===== src/rtl/awp_seq.sv =====
// Purpose: AWP operation sequencer; fetches operands, starts the AWP, writes r1..r3 back.
// Latency: float op, 0-wait memory: 1 + 3*2 + 1 + W + 3 + 1 cycles start..done (W = WAIT cycles).
// Backpressure: rd_req/rd_addr held until rd_ack; start ignored while busy, no queueing.
//
// Ports:
//   clk_sys, clr_          clock (rising edge), asynchronous active-low reset
//   start, op, nrf, ea     instruction request; op/nrf/ea latched when start is accepted in IDLE
//   abort                  synchronous cancel, returns to IDLE from any state without done
//   rd_req/rd_addr         memory read request, address = ea + word index (mod 2^16)
//   rd_ack/rd_data         memory acknowledge with data in the same cycle
//   opnd_we/idx/data       argument latch write, one cycle after each rd_ack
//   awp_go, awp_ekc        AWP start pulse and completion
//   reg_we, reg_sel        register-file write, reg_sel 1..N_out ascending
//   busy, done, err_to     status: busy while not IDLE, done pulse, sticky watchdog timeout
//
// Build option: define AWP_SEQ_WDOG_EN to enable the WAIT watchdog (WDOG_CYC cycles);
// without it WAIT waits on awp_ekc forever and err_to is tied low.
module awp_seq #(
  parameter int WDOG_CYC = 255
) (
  input  logic        clk_sys,
  input  logic        clr_,
  input  logic        start,
  input  logic [2:0]  op,
  input  logic        nrf,
  input  logic        abort,
  input  logic [15:0] ea,
  output logic        rd_req,
  output logic [15:0] rd_addr,
  input  logic        rd_ack,
  input  logic [15:0] rd_data,
  output logic        opnd_we,
  output logic [1:0]  opnd_idx,
  output logic [15:0] opnd_data,
  output logic        awp_go,
  input  logic        awp_ekc,
  output logic        reg_we,
  output logic [1:0]  reg_sel,
  output logic        busy,
  output logic        done,
  output logic        err_to
);

  // S_LATCH is the second half of each operand fetch: the registered word is written
  // into the argument latch while rd_req is low for that cycle.
  typedef enum logic [2:0] {
    S_IDLE, S_FETCH, S_LATCH, S_GO, S_WAIT, S_WB, S_DONE
  } state_t;

  state_t      state, state_n;
  logic        float_q;
  logic        nrf_q;
  logic [15:0] ea_q;
  logic [15:0] data_q;
  logic [1:0]  k;
  logic [1:0]  n_in;
  logic [1:0]  n_out;
  logic        accept;
  logic        fetch_last;
  logic        wb_last;
  logic        timeout;

  // Only the float/fixed distinction (op[2]) changes the word counts.
  logic unused_op;
  assign unused_op = ^op[1:0];

  assign n_in       = nrf_q ? 2'd0 : (float_q ? 2'd3 : 2'd2);
  assign n_out      = (nrf_q || float_q) ? 2'd3 : 2'd2;
  assign accept     = (state == S_IDLE) && start && !abort;
  assign fetch_last = (k == n_in - 2'd1);
  assign wb_last    = (k == n_out - 2'd1);

  always_ff @(posedge clk_sys or negedge clr_) begin
    if (!clr_) begin
      state   <= S_IDLE;
      float_q <= 1'b0;
      nrf_q   <= 1'b0;
      ea_q    <= 16'd0;
      data_q  <= 16'd0;
      k       <= 2'd0;
    end else begin
      state <= state_n;
      case (state)
        S_IDLE: begin
          if (accept) begin
            ea_q    <= ea;
            float_q <= op[2];
            nrf_q   <= nrf;
            k       <= 2'd0;
          end
        end
        S_FETCH: if (rd_ack) data_q <= rd_data;
        S_LATCH: k <= k + 2'd1;
        S_GO:    k <= 2'd0;   // k is reused as the write-back index
        S_WB:    k <= k + 2'd1;
        default: ;
      endcase
    end
  end

  always_comb begin
    state_n = state;
    case (state)
      S_IDLE:  if (start) state_n = nrf ? S_GO : S_FETCH;
      S_FETCH: if (rd_ack) state_n = S_LATCH;
      S_LATCH: state_n = fetch_last ? S_GO : S_FETCH;
      S_GO:    state_n = S_WAIT;
      S_WAIT: begin
        // A completion arriving in the last watchdog cycle still wins.
        if (awp_ekc)      state_n = S_WB;
        else if (timeout) state_n = S_DONE;
      end
      S_WB:    if (wb_last) state_n = S_DONE;
      S_DONE:  state_n = S_IDLE;
      default: state_n = S_IDLE;
    endcase
    if (abort) state_n = S_IDLE;
  end

`ifdef AWP_SEQ_WDOG_EN
  logic [7:0] wcnt;
  logic       err_q;

  assign timeout = (wcnt == 8'(WDOG_CYC - 1));
  assign err_to  = err_q;

  always_ff @(posedge clk_sys or negedge clr_) begin
    if (!clr_) begin
      wcnt  <= 8'd0;
      err_q <= 1'b0;
    end else begin
      if (accept) err_q <= 1'b0;
      if (state == S_GO)        wcnt <= 8'd0;
      else if (state == S_WAIT) wcnt <= wcnt + 8'd1;
      if (state == S_WAIT && !awp_ekc && !abort && timeout) err_q <= 1'b1;
    end
  end
`else
  localparam int wdog_unused = WDOG_CYC;
  assign timeout = 1'b0;
  assign err_to  = 1'b0;
`endif

  // Data-carrying outputs are forced to zero whenever their strobe is low.
  assign rd_req    = (state == S_FETCH);
  assign rd_addr   = rd_req ? (ea_q + {14'd0, k}) : 16'd0;
  assign opnd_we   = (state == S_LATCH);
  assign opnd_idx  = opnd_we ? k : 2'd0;
  assign opnd_data = opnd_we ? data_q : 16'd0;
  assign awp_go    = (state == S_GO);
  assign reg_we    = (state == S_WB);
  assign reg_sel   = reg_we ? (k + 2'd1) : 2'd0;
  assign busy      = (state != S_IDLE);
  assign done      = (state == S_DONE);

endmodule


===== config.mk =====
export PLATFORM = sky130hd
export DESIGN_NAME = awp_seq
export DESIGN_NICKNAME = d
export VERILOG_FILES = /design/src/rtl/awp_seq.sv
export SDC_FILE = /design/constraint.sdc
export NUM_CORES = 1
export LEC_CHECK = 0
export CAP_MARGIN = 40
export CORE_UTILIZATION = 57
export CTS_CLUSTER_SIZE = 10
export DETAILED_ROUTE_END_ITERATION = 6
export DONT_BUFFER_PORTS = 1
export GPL_TIMING_DRIVEN = 0
export PLACE_DENSITY = 0.85
export SYNTH_ARGS = -nofsm -noshare
export SYNTH_HDL_FRONTEND = slang
export SYNTH_SLANG_ARGS = --single-unit

===== constraint.sdc =====
create_clock -name clk_sys -period 1.76 [get_ports clk_sys]
set_clock_uncertainty 0.1 [all_clocks]
set_input_delay 0.176 -clock clk_sys [delete_from_list [all_inputs] [get_ports clk_sys]]
set_output_delay 0.176 -clock clk_sys [all_outputs]
set_load 0.05 [all_outputs]

==> results of run 1 <==
==> metrics by stage <==
stage | worst slack [ns] | utilization (%) | area [µm²]
3_5_place_dp | -0.462 | 68.2 | 2550
3_3_place_gp | -0.443 | 67.6 | 2530
2_1_floorplan | -0.299 | - | 2470
==> cell families after synthesis <==
| family | count (synthesis) | share of synthesized area [%] |
|---|---|---|
| and+or+nand+nor | 80 | 19.9 |
| AOI/OAI and AO/OA | 26 | 6.89 |
| other | 1 | 0.165 |
| xor gates and xnor gates | 10 | 3.86 |
| adders and majority gates | 3 | 1.98 |
| buffers and inverters | 18 | 4.41 |
| muxes | 34 | 19.8 |
| DFF | 39 | 43.0 |
==> results.yml, run 1 <==
outcome:
  status: "did not finish"
  flow.stopped_at: "clock tree synthesis (4_1_cts)"
  error_line: "[ERROR DPL-0033] detailed placement checks failed during check placement."
synth:
  syn_avg_cell_area_um2: 10.8
  synth_fp_nets: 256
  synthTopCellsByCount: "dfrtp_1 (39), and2_1 (21), mux2_4 (18)"
  synthCells: 211
  seq_area_frac_synth_pct: 43.0
  synth_area_leaders: "dfrtp_1 (43%), mux2_4 (12%), and2_1 (5.8%)"
  synth_largest_area_cell: "dfrtp_1"
  synth.distinct_cells: 42
  synth-seq-cells: 39
  yosysWarningCount: 0
  synth_ff_type: "dfrtp_1"
  synthArstFlopShare_pct: 100
  synth_top_area_share_pct: 43.0
  netlist_area_mm2: 0.00227
  synth_edf_count: 0
  synth_most_common_cell: "dfrtp_1"
placed_design:
  port_buffers: 0
  place_inst: 262
  dpl.hpwl_um: 3400
  gp_congestion: 0.792
clock_tree:
  postCtsResizedCells: 101
  cts-root-buf: "clkbuf_8"
  cts_hold_repair.buffers: 37
  cts_setup_buffers: 29
  clock_sinks: 39
  cts_inserted_buffers: 5
  htreeDepth: 2
  cts_buffer_depth: 2
floorplanning:
  pin_count: 85
  die_w_um: 65.1
  dieHeight_um: 65.1
  fp-row-count: 22
  start_util_pct: 60.7
==> run 2, diff against run 1 <==
--- a/config.mk
+++ b/config.mk
@@ -6,12 +6,11 @@
 export NUM_CORES = 1
 export LEC_CHECK = 0
 export CAP_MARGIN = 40
-export CORE_UTILIZATION = 57
-export CTS_CLUSTER_SIZE = 10
+export CORE_UTILIZATION = 40
 export DETAILED_ROUTE_END_ITERATION = 6
 export DONT_BUFFER_PORTS = 1
 export GPL_TIMING_DRIVEN = 0
-export PLACE_DENSITY = 0.85
+export PLACE_DENSITY_LB_ADDON = 0.15
 export SYNTH_ARGS = -nofsm -noshare
 export SYNTH_HDL_FRONTEND = slang
 export SYNTH_SLANG_ARGS = --single-unit
==> constraint.sdc (replaced) <==
create_clock -name clk_sys -period 2.29 [get_ports clk_sys]
set_clock_uncertainty 0.1 [all_clocks]
set_input_delay 0.229 -clock clk_sys [delete_from_list [all_inputs] [get_ports clk_sys]]
set_output_delay 0.229 -clock clk_sys [all_outputs]
set_load 0.05 [all_outputs]
==> results.yml, run 2 <==
detailed_routing:
  via_count: 1833
  via_per_inst: 5.27
  drt_iter0_markers: 129
  drc: 0
  routedWlPerCell_um: 15.4
  postRouteAntennaNets: 0
  first_pass_iters: 5
  wirelength_um: 5370
synth:
  synth_ff_type: "dfrtp_1"
  synth-compound-area-share_pct: 6.89
  synthTopCellsByCount: "dfrtp_1 (39), and2_1 (21), mux2_4 (18)"
  synthCells: 211
  synth_xor_area_share_pct: 3.86
  synth_top_family_by_area: "simple AND/OR/NAND/NOR gates"
  synth-seq-cells: 39
  yosysWarningCount: 0
  syn_avg_cell_area_um2: 10.8
  synth_most_common_cell: "dfrtp_1"
  synth.distinct_cells: 42
  synth_area_leaders: "dfrtp_1 (43%), mux2_4 (12%), and2_1 (5.8%)"
  synth_edf_count: 0
  synth_fp_nets: 256
  seq_area_frac_synth_pct: 43.0
  synth_adder_area_share_pct: 1.98
  synth_top_area_share_pct: 43.0
  synthArstFlopShare_pct: 100
  synth_mux_area_share_pct: 19.8
  synthSimpleGateAreaFrac_pct: 19.9
  netlist_area_mm2: 0.00227
  synth_largest_area_cell: "dfrtp_1"
pwr:
  clockPowerShare_pct: 19.4
  switching_share_pct: 40.2
  pwr-share-comb_pct: 46.8
  sequentialPowerShare_pct: 33.8
  power_switching_uw: 1440
  p_per_area_mw_per_mm2: 1090
  irDropWorstVdd_mv: 0.734
  p_leak_uw: 0.00139
  p_int_uw: 2140
  finalPower_uw: 3570
sta:
  setup_viol: 6
  fmax_mhz: 408
  worst_slew_pin_slew_ns: 0.500
  rsz0062_at_grt: "true"
  slew_headroom_pct: 66.6
  fin_setup_tns_ns: -0.591
  finalHoldViolations: 0
  holdWs_ns: 0.0187
  worst_slack_ns: -0.159
  timing.final.crit_share_pct: 107
  slew_violations: 0
  min_period_ns: 2.45
global_routing:
  antenna_found_initial: 0
  met3_usage_pct: 5.18
  grt.met1_usage_pct: 24.6
  grtUsageTotal_pct: 18.8
  grt_max_degree: 40
  grt_pass1_vias: 1781
  grtUsageMet2_pct: 30.4
  top_usage_layer: "met2"
  grt_pass1_wl_um: 8830
  overflow: 0
floorplanning:
  die_area_mm2: 0.00598
  die_w_um: 77.3
  pin_count: 85
  dieHeight_um: 77.3
  start_util_pct: 41.5
  core-area_mm2: 0.00547
  fp-row-count: 27
setup_path:
  slowest_delay_ns: 0.44
  crit_fanout: 5
  path_cells: "ha_4 > a21o_1 > nand4_1 > or3_4 > a21oi_4"
  crit_family: "simple AND/OR/NAND/NOR gates"
  crit_arrival_ns: 2.12
  regToRegSetupSlack_ns: 0.10
  critical_path_class: "reg -> out"
  cp_slowest_cell: "dfrtp_2"
  cp.depth: 5
  r2r.worst_path.cells: 6
  crit_path_start: "k[1]"
  worstPathRequired_ns: 1.96
  cp_num_buf_inv: 0
  rr_startpoint: "state[0]"
  startpoint_type: "flip-flop"
  endpoint_kind: "primary output"
clock_tree:
  cts.clk_slew.worst_paths_ns: 0.08
  clock_sinks: 39
  cts_inserted_buffers: 5
  clkLatencyLatePin_ns: 0.29
  cts_buffer_depth: 2
  cts_tree: "done"
  cts-root-buf: "clkbuf_8"
  htreeDepth: 2
layout:
  drive_gt1_share_pct: 40.6
  final_common_cell: "dfrtp_1"
  layout.cells.non_filler: 348
  final_nets: 320
  mostFrequentLayoutCells: "dfrtp_1 (37), dlygate4sd3_1 (36), buf_4 (19)"
  n_antenna_cell: 0
  reg_top3: "data_q: 16 flops, ea_q: 16 flops, state: 3 flops"
  fill_cells: 473
  area_growth_pct: 43.8
min_path:
  min_path_type: "in -> reg"
  holdPathStages: 2
  min_from: "abort"
placed_design:
  pre_cts_ws_ns: -0.224
  port_buffers: 0
  place_inst: 292
  dpl.hpwl_um: 3410
  gp_congestion: 0.808
flow_run:
  cap_viol_max_count: 0
outcome:
  status: "finished with violations"
  violations: "negative setup slack"
## run 2: cell counts after synthesis
No cell type changed its count.
## run 2: logic make-up (layout without fill, tap and decap cells)
family	after synthesis	after routing
muxes	34	34
buffers and inverters	18	83
AOI/OAI and AO/OA	26	26
and+or+nand+nor	80	80
other	1	1
xor gates and xnor gates	10	10
adders and majority gates	3	3
DFF	39	39
## run 2: routing by layer
| metal | vias up | part of all wire (%) |
|---|---|---|
| met5 | - | 0 |
| met2 | 74 | 48 |
| met1 | 887 | 45 |
| met4 | 0 | 1.1 |
| met3 | 6 | 6.5 |
| li1 | 866 | - |
## run 2: final timing paths
check / endpoint
worst max-delay path: rd_addr[13]
worst min-delay path: state[2]
worst max register to register: k[0]
worst min register to register: data_q[13]
max in group asynchronous: ea_q[2]
min in group asynchronous: data_q[4]
## run 2: stage by stage
stage	cell area (µm²)	utilization (%)
after floorplan	2280	-
after global placement	2370	43.3
after detailed placement	2440	44.7
after CTS	3200	58.5
after global routing	3270	59.7
final	3270	59.7
## run 2: cell type report
cell class | instances | area, µm² | share of cell area, %
Tap cell | 72 | 90.1 | 2.76
Buffer | 12 | 82.6 | 2.53
Clock buffer | 5 | 68.8 | 2.11
Timing Repair Buffer | 58 | 553 | 16.9
Sequential cell | 39 | 978 | 30.0
Inverter | 5 | 23.8 | 0.728
Multi-Input combinational cell | 154 | 1400 | 42.9
Clock inverter | 3 | 67.6 | 2.07
## run 2: repair_timing
item	CTS	global route
hold endpoints to repair	76	0
resized for setup	57	26
hold buffers	37	0
endpoints found under the setup margin	50	38
setup buffers	9	3
pin swaps	10	4
## run 2: worst reg2reg max path, stage by stage (launching register included)
cell and delay [ns]:
dfrtp_1 0.38, buf_6 0.14, or3_4 0.49, or3b_4 0.46, buf_6 0.18, a31oi_1 0.17
o221ai_1 0.14
## run 2: power groups by stage
stage               Combinational (µW)  Sequential (µW)  Clock (µW)
floorplan                         1120             1130           0
global placement                  1240             1190           0
detailed placement                1280             1200           0
CTS                               1620             1180         713
global route                      1800             1250         741
finish                            1670             1210         692
(Power assumes the default switching activity.)
==> run 3, diff against run 2 <==
--- a/config.mk
+++ b/config.mk
@@ -7,6 +7,7 @@
 export LEC_CHECK = 0
 export CAP_MARGIN = 40
 export CORE_UTILIZATION = 40
+export CTS_BUF_LIST = sky130_fd_sc_hd__clkbuf_8
 export DETAILED_ROUTE_END_ITERATION = 6
 export DONT_BUFFER_PORTS = 1
 export GPL_TIMING_DRIVEN = 0
==> results of run 3 <==
Same layout as run 2: the final DEF is identical, and so are final timing and power.
==> run 4, diff against run 3 <==
--- a/config.mk
+++ b/config.mk
@@ -11,7 +11,7 @@
 export DETAILED_ROUTE_END_ITERATION = 6
 export DONT_BUFFER_PORTS = 1
 export GPL_TIMING_DRIVEN = 0
-export PLACE_DENSITY_LB_ADDON = 0.15
+export PLACE_DENSITY_LB_ADDON = 0.3
 export SYNTH_ARGS = -nofsm -noshare
 export SYNTH_HDL_FRONTEND = slang
 export SYNTH_SLANG_ARGS = --single-unit
==> constraint.sdc (replaced) <==
create_clock -name clk_sys -period 3 [get_ports clk_sys]
set_clock_uncertainty 0.1 [all_clocks]
set_input_delay 0.6 -clock clk_sys [delete_from_list [all_inputs] [get_ports clk_sys]]
set_output_delay 0.6 -clock clk_sys [all_outputs]
set_load 0.05 [all_outputs]
==> results.yml, run 4 (same netlist as run 2, synthesis figures left out) <==
outcome:
  status: "completed"
sta:
  setup_viol: 0
  fin_setup_tns_ns: 0
  min_period_ns: 2.99
  worst_slack_ns: 0.0143
  slew_headroom_pct: 40.2
  timing.final.crit_share_pct: 99.5
  worst_slew_pin_slew_ns: 0.893
  finalHoldViolations: 0
  rsz0062_at_grt: "true"
  fmax_mhz: 335
  slew_violations: 0
setup_path:
  crit_arrival_ns: 2.29
  path_cells: "inv_1 > nand3_1 > clkbuf_1 > nor2_1"
  slowest_delay_ns: 0.75
  startpoint_type: "flip-flop"
  worstPathRequired_ns: 2.30
  critical_path_class: "reg -> out"
  crit_fanout: 10
  endpoint_kind: "primary output"
  cp_slowest_cell: "nor2_1"
clock_tree:
  cts_inserted_buffers: 5
  cts-root-buf: "clkbuf_8"
  htreeDepth: 2
  cts.clk_slew.worst_paths_ns: 0.07
  cts_buffer_depth: 2
  cts_tree: "done"
  clkLatencyLatePin_ns: 0.28
  clock_sinks: 39
flow_run:
  cap_viol_max_count: 0
layout:
  reg_top3: "data_q: 16 flops, ea_q: 16 flops, state: 3 flops"
  drive_gt1_share_pct: 27.4
  final_nets: 278
  layout.cells.non_filler: 306
  mostFrequentLayoutCells: "dfrtp_1 (38), and2_1 (21), mux2_4 (18)"
  n_antenna_cell: 0
  final_util_pct: 48.1
  final_common_cell: "dfrtp_1"
  area_growth_pct: 16.0
detailed_routing:
  first_pass_iters: 4
  routedWlPerCell_um: 15.0
  drt_iter0_markers: 52
  drc: 0
  wirelength_um: 4580
  via_count: 1632
  via_per_inst: 5.33
  postRouteAntennaNets: 0
global_routing:
  antenna_found_initial: 0
  grt_max_degree: 40
  grtUsageTotal_pct: 15.7
  grt_pass1_wl_um: 7380
  overflow: 0
  grt_pass1_vias: 1463
pwr:
  irDropWorstVdd_mv: 0.391
  finalPower_uw: 2450
  p_leak_uw: 0.00116
  p_per_area_mw_per_mm2: 930
placed_design:
  port_buffers: 0
  gp_congestion: 0.833
  dpl.hpwl_um: 3340
  place_inst: 292
  pre_cts_ws_ns: 0.158
floorplanning:
  core-area_mm2: 0.00547
  die_w_um: 77.3
  dieHeight_um: 77.3
  die_area_mm2: 0.00598
  start_util_pct: 41.5
  pin_count: 85
  fp-row-count: 27
min_path:
  min_path_type: "in -> async"
## run 4: cell types whose count changed in the layout (fill, tap and decap cells not counted), sizes merged
| cell | before | now |
|---|---|---|
| clkinvlp | 1 | 0 |
| inv | 5 | 6 |
| buf | 29 | 23 |
| dlygate4sd3 | 36 | 0 |
## run 4: final timing paths
check	startpoint	to	slack, ns	depth (start not counted)
setup / recovery	state[1]	rd_addr[2]	0.01	4
hold / removal	clr_	data_q[2]	0.04	1
setup reg to reg	state[1]	data_q[0]	0.60	7
hold reg to reg	data_q[7]	data_q[7]	0.38	1
max in group asynchronous	clr_	state[1]	2.56	1
min in group clk_sys	abort	state[0]	0.27	1
## run 4: per-layer routing
| metal | track usage, % | routed length, µm | up-vias |
|---|---|---|---|
| met5 | 0 | 0 | - |
| met4 | 4.15 | 29 | 0 |
| met3 | 4.71 | 274 | 4 |
| met2 | 24.5 | 2160 | 66 |
| met1 | 21.2 | 2120 | 779 |
| li1 | - | - | 783 |
## run 4: repair_timing
action,4_1_cts,5_1_grt
pin swaps,0,2
resized for setup,5,1
hold buffers,1,0
endpoints found under the setup margin,16,10
hold endpoints to repair,39,0
buffers inserted,0,6
## run 4: layout make-up
class / instances / area [µm²]
clock inverter: 3 / 63.8
inverter: 5 / 18.8
multi-input combinational: 154 / 1200
clock buffer: 5 / 68.8
fill: 524 / 2840
tap: 72 / 90.1
sequential: 39 / 977
buffer: 12 / 78.8
timing repair buffer: 16 / 133
## run 4: power by group
part           switching [µW]  internal (µW)
Clock                     177            329
Sequential                162            734
Combinational             619            430
Total                     958           1490
## run 4: stage by stage
stage / hold slack [ns] / cell area, µm²
global route: 0.0441 / 2640
global placement: 0.205 / 2360
detailed placement: 0.205 / 2430
finish: 0.0440 / 2640
floorplan: 0.204 / 2270
CTS: 0.0468 / 2590
## run 4: worst max-delay path: cells and delay by family (launching register included)
kind                   cells  cell delay (ns)
buffers and inverters      2             0.53
DFF                        1             0.47
and+or+nand+nor            2             1.01
==> edit 1, RTL diff (settings of run 3) <==
Build with the macro `AWP_SEQ_WDOG_EN` defined.
--- a/src/rtl/awp_seq.sv
+++ b/src/rtl/awp_seq.sv
@@ -17,2 +17,4 @@
 // without it WAIT waits on awp_ekc forever and err_to is tied low.
+`define AWP_SEQ_WDOG_EN
+
 module awp_seq #(
Function: no difference found for any inputs over 10 cycles, from zero or initial values; that may be too few to reach the edited logic, so the function may still have changed.
==> edit 1 against run 3 <==
- the flow finishes with violations (DRC, setup timing)
- routed wire length rose by 21%
- design area grew 15%
- area after synthesis increased by 19%
- count of clock-buffer cells in the layout stayed put
- synthesized cell count increased by 21%
- total power up 36%
- setup slack improved by 0.026 ns
- sequential cell count grew 9
- clock power shrank 11%
- critical path type unchanged
- largest cell class unchanged
==> edit 1: results (changes against run 3) <==
First DRT Iteration DRCs=77 (was 129); Final #Nets=365 (was 320); worst vdd ir=569 uV (was 734 uV); violated checks=DRC, setup timing (was setup timing); Synth cell types=45 (was 42); GRT Util Overall=0.186 (was 0.188); syn nets=302 (was 256); fillcell total=541 (was 473); final setup fails=11 (was 6); drc violations=10 (was 0); Wirelength per Cell=16.5 um (was 15.4 um); 1st-pass router iterations=6 (was 5); reg2reg start=state[1] (was state[0]); origin of the worst setup path=k[0] (was k[1]); largest net degree at the start of global routing=49 (was 40); CP max stage delay=0.42 ns (was 0.44 ns); met2 Use GR=0.323 (was 0.304); Largest regs=data_q: 16 flops, ea_q: 16 flops, wcnt: 8 flops (was data_q: 16 flops, ea_q: 16 flops, state: 3 flops); first-pass GRT wire length=10,300 um (was 8830 um); Setup WS post-layout=-0.132 ns (was -0.159 ns); mux share of post-synthesis cell area=0.173 (was 0.198); Register-to-Register Path Depth=4 (was 6); Vias=2,115 (was 1,833); DP HPWL=4260 um (was 3410 um); status=finished, violations left (unchanged); Synth Area in Compound Gates=0.0894 (was 0.0689); Area contributors post-synth=dfrtp_1 44%, mux2_4 9.5%, mux2_2 7.1% (was dfrtp_1 43%, mux2_4 12%, and2_1 5.8%); worst setup path endpoint=rd_addr[12] (was rd_addr[13]); share of layout cells above drive strength 1=0.395 (was 0.406); most frequent cells after synthesis=48 x dfrtp_1, 24 x nor2_1, 22 x and2_1 (was 39 x dfrtp_1, 21 x and2_1, 18 x mux2_4); Leak=0.00160 uW (was 0.00139 uW); CP Max Fanout=3 (was 5); power per cell area=1290 nW/um^2 (was 1090 nW/um^2); highest-delay cell along the critical path=dfrtp_1 (was dfrtp_2); RR Endpoint=ea_q[5] (was k[0])
## edit 1: cell types whose count changed after synthesis, moves of 5 or more
cell     change
dfrtp_1      +9
inv_1        +5
mux2_1      -10
mux2_2      +11
nand2_1      +5
nor2_1       +7
xnor2_1      +9
xor2_1       -7
## edit 1: worst min-delay path by stage
| stage | slack (ns) | start | cells past startpoint | end |
|---|---|---|---|---|
| after floorplan | -0.17 | clr_ | 0 | data_q[0] |
| final | 0.09 | awp_ekc | 2 | err_to |
| after global placement | -0.17 | clr_ | 0 | data_q[13] |
| after global routing | 0.08 | awp_ekc | 2 | err_to |
| after detailed placement | -0.17 | clr_ | 0 | data_q[13] |
| after CTS | 0.07 | awp_ekc | 2 | err_to |
## edit 1: cell families (layout without fill, tap and decap cells)
logic type                 Yosys count  in the layout
and+or+nand+nor                     97             97
DFF                                 48             48
AOI/OAI and AO/OA                   36             36
xor gates and xnor gates            12             12
adders and majority gates            5              5
buffers and inverters               21             85
muxes                               36             36
## edit 1: report_power, final
part           switching, uW  internal (uW)  total, uW
Clock                    297            320        617
Combinational           1550           1110       2660
Sequential               371           1200       1570
## edit 1: timing repair
action,in CTS,in global routing
hold buffers,37,0
hold endpoints to repair,85,0
pin swaps,8,15
setup buffers,5,9
setup endpoints to repair,43,45
resized for setup,60,32
## edit 1: final cells by class
type | count | share of cell area
clock inverter | 3 | 0.0103
clock buffer | 5 | 0.0183
buffer | 11 | 0.0199
tap | 77 | 0.0256
sequential | 48 | 0.320
inverter | 10 | 0.0130
multi-input combinational | 186 | 0.448
timing repair buffer | 56 | 0.145
## edit 1: per-stage QoR
step,worst slack [ns],std cells,TNS [ns]
6_report,-0.132,396,-0.780
3_3_place_gp,-0.396,332,-4.40
3_5_place_dp,-0.398,337,-4.63
5_1_grt,-0.275,396,-1.80
4_1_cts,-0.194,387,-0.951
2_1_floorplan,-0.0329,255,-0.0329
## edit 1: per-layer routing
layer / routed length (um) / share of wire
met1: 2830 / 0.43
met2: 3410 / 0.52
met3: 228 / 0.035
met4: 48 / 0.0074
met5: 0 / 0
## edit 1: critical path, delay by kind of cell, from the launching register on
| kind | cells | cell delay (ns) |
|---|---|---|
| and+or+nand+nor | 3 | 0.70 |
| DFF | 1 | 0.42 |
| adders and majority gates | 2 | 0.39 |
| buffers and inverters | 1 | 0.16 |
| xor gates and xnor gates | 1 | 0.12 |
==> edit 2, RTL diff (flow settings as in run 3) <==
Without the edit above. The 7 states of `state_t` get a Gray code encoding in 3 bits.
--- a/src/rtl/awp_seq.sv
+++ b/src/rtl/awp_seq.sv
@@ -46,3 +46,3 @@
   typedef enum logic [2:0] {
-    S_IDLE, S_FETCH, S_LATCH, S_GO, S_WAIT, S_WB, S_DONE
+    S_IDLE = 3'b000, S_FETCH = 3'b001, S_LATCH = 3'b011, S_GO = 3'b010, S_WAIT = 3'b110, S_WB = 3'b111, S_DONE = 3'b101
   } state_t;
Behaviour: no difference found for any inputs over 10 cycles, from zero or initial values; not proved beyond that.
==> edit 2 against run 3 <==
- global-route usage shrank 1.1 points
- total power grew 5.2%
- area after synthesis grew 1.3%
- design area shrank 4.1%
- setup slack gained 0.16 ns
- register-to-register slack gained 0.09 ns
- routed wire length shrank 7.9%
- sequential cell count is the same
- critical path type unchanged
==> edit 2: results (changes against run 3) <==
vias in the first global route=1,770 (was 1,781); CP Max Fanout=4 (was 5); routed wl met2=2450 um (was 2560 um); GP Congestion=0.765 (was 0.808); post-synthesis sequential area ratio=0.424 (was 0.430); GRT Util Overall=0.177 (was 0.188); async set-reset flop share out of synthesis=1.00 (unchanged); yosys warns=0 (unchanged); RR Endpoint=data_q[9] (was k[0]); Crit path arrival time=1.96 ns (was 2.12 ns); initial antenna violation count=0 (unchanged); reg2reg start=state[2] (was state[0]); EDFF count, synth=0 (unchanged); Synth Area in XOR/XNOR=0.0457 (was 0.0386); most frequent cells after synthesis=39 x dfrtp_1, 24 x mux2_2, 21 x and2_1 (was 39 x dfrtp_1, 21 x and2_1, 18 x mux2_4); worst reg2reg setup slack=0.19 ns (was 0.10 ns); Root Driver=clkbuf_8 (unchanged); worst vdd ir=653 uV (was 734 uV); Area contributors post-synth=dfrtp_1 42%, mux2_2 12%, mux2_4 6.5% (was dfrtp_1 43%, mux2_4 12%, and2_1 5.8%); Synth cell types=49 (was 42); Adder-Cell Fraction of Synth Area=0.0196 (was 0.0198); fillcell total=488 (was 473); DP HPWL=3470 um (was 3410 um); Largest regs=data_q: 16 flops, ea_q: 16 flops, state: 3 flops (unchanged); Post-DP Area=2440 um^2 (about the same); origin of the worst setup path=k[1] (unchanged); status=complete, no violations (was finished, violations left); Final #Nets=307 (was 320); CP max stage delay=0.44 ns (about the same); met3 wire length=337 um (was 350 um); worst-margin pin slew=0.855 ns (was 0.500 ns); first-pass GRT wire length=8400 um (was 8830 um); Top Family by Delay on Critical Path=compound AO/OA/AOI/OAI gates (was simple AND/OR/NAND/NOR gates); syn nets=254 (was 256); worst skew pair latency=0.28 ns; Wirelength per Cell=14.9 um (was 15.4 um); Top Layer Used=met4 (unchanged); First DRT Iteration DRCs=37 (was 129); 1st-pass router iterations=4 (was 5); met1 wire length=2110 um (was 2400 um); mux share of post-synthesis cell area=0.187 (was 0.198); Vias=1,718 (was 1,833); H-Tree Depth=2 (unchanged); share of layout cells above drive strength 1=0.406 (about the same); Antenna diodes=0 (unchanged); Synth Area in Compound Gates=0.0675 (was 0.0689); Register-to-Register Path Depth=8 (was 6); total CTS buffers=5 (unchanged); Leak=0.00129 uW (was 0.00139 uW); Hold WC Path Type=in2reg (unchanged)
-- edit 2: final cells by class --
class / instances / area (um^2) / share of cell area
inverter: 8 / 30.0 / 0.00959
multi-input combinational: 150 / 1420 / 0.454
buffer: 12 / 92.6 / 0.0296
sequential: 39 / 980 / 0.313
clock inverter: 1 / 3.75 / 0.00120
tap: 72 / 90.1 / 0.0288
clock buffer: 5 / 68.8 / 0.0220
timing repair buffer: 46 / 445 / 0.142
-- edit 2: stage by stage --
| stage | std cells | worst slack (ns) | power [uW] | hold WS (ns) | TNS [ns] |
|---|---|---|---|---|---|
| after CTS | 330 | -0.0112 | 3760 | 0.0109 | -0.0194 |
| after global routing | 333 | -0.0750 | 4010 | 0.0318 | -0.305 |
| after floorplan | 209 | 0.157 | 2800 | -0.167 | 0 |
| after detailed placement | 283 | -0.123 | 3060 | -0.166 | -1.64 |
| after global placement | 281 | -0.145 | 3030 | -0.166 | -1.92 |
| final | 333 | 0.00495 | 3760 | 0.0245 | 0 |
-- edit 2: layer usage --
layer,track usage,vias to the layer above
met5,0,-
met4,0.0434,0
met3,0.0588,5
met2,0.295,60
met1,0.221,819
li1,-,834
-- edit 2: worst register-to-register path, stage by stage (launching register included) --
cell,delay (ns)
dfrtp_1,0.37
buf_6,0.14
nor2_4,0.15
nand2_4,0.13
inv_2,0.28
and2_1,0.20
buf_6,0.14
buf_8,0.17
mux2_4,0.31
-- edit 2: cells by family (layout without fill, tap and decap cells) --
family	after synthesis	count (layout)
compound gates	22	22
xor+xnor	12	12
fa+ha+maj	3	3
buf+inv	20	72
flops	39	39
mux	35	35
other cells	1	1
simple gates	77	77
-- edit 2: report_power, final --
part           internal, uW  switching (uW)
logic                   825            1180
registers              1030             306
clock network           198             214
-- edit 2: repair_timing --
item                       CTS  global route
setup endpoints to repair   23            22
hold endpoints to repair    73             0
hold buffers                36             0
resized for setup           47             7
pin swaps                   11             5
setup buffers                5             3
-- edit 2: how the worst min path moves through the flow --
stage	depth (start not counted)	slack (ns)	end	startpoint
floorplan	0	-0.17	data_q[0]	clr_
global placement	0	-0.17	nrf_q	clr_
detailed placement	0	-0.17	nrf_q	clr_
CTS	2	0.01	state[0]	abort
global route	2	0.03	state[0]	abort
finish	2	0.02	state[0]	abort
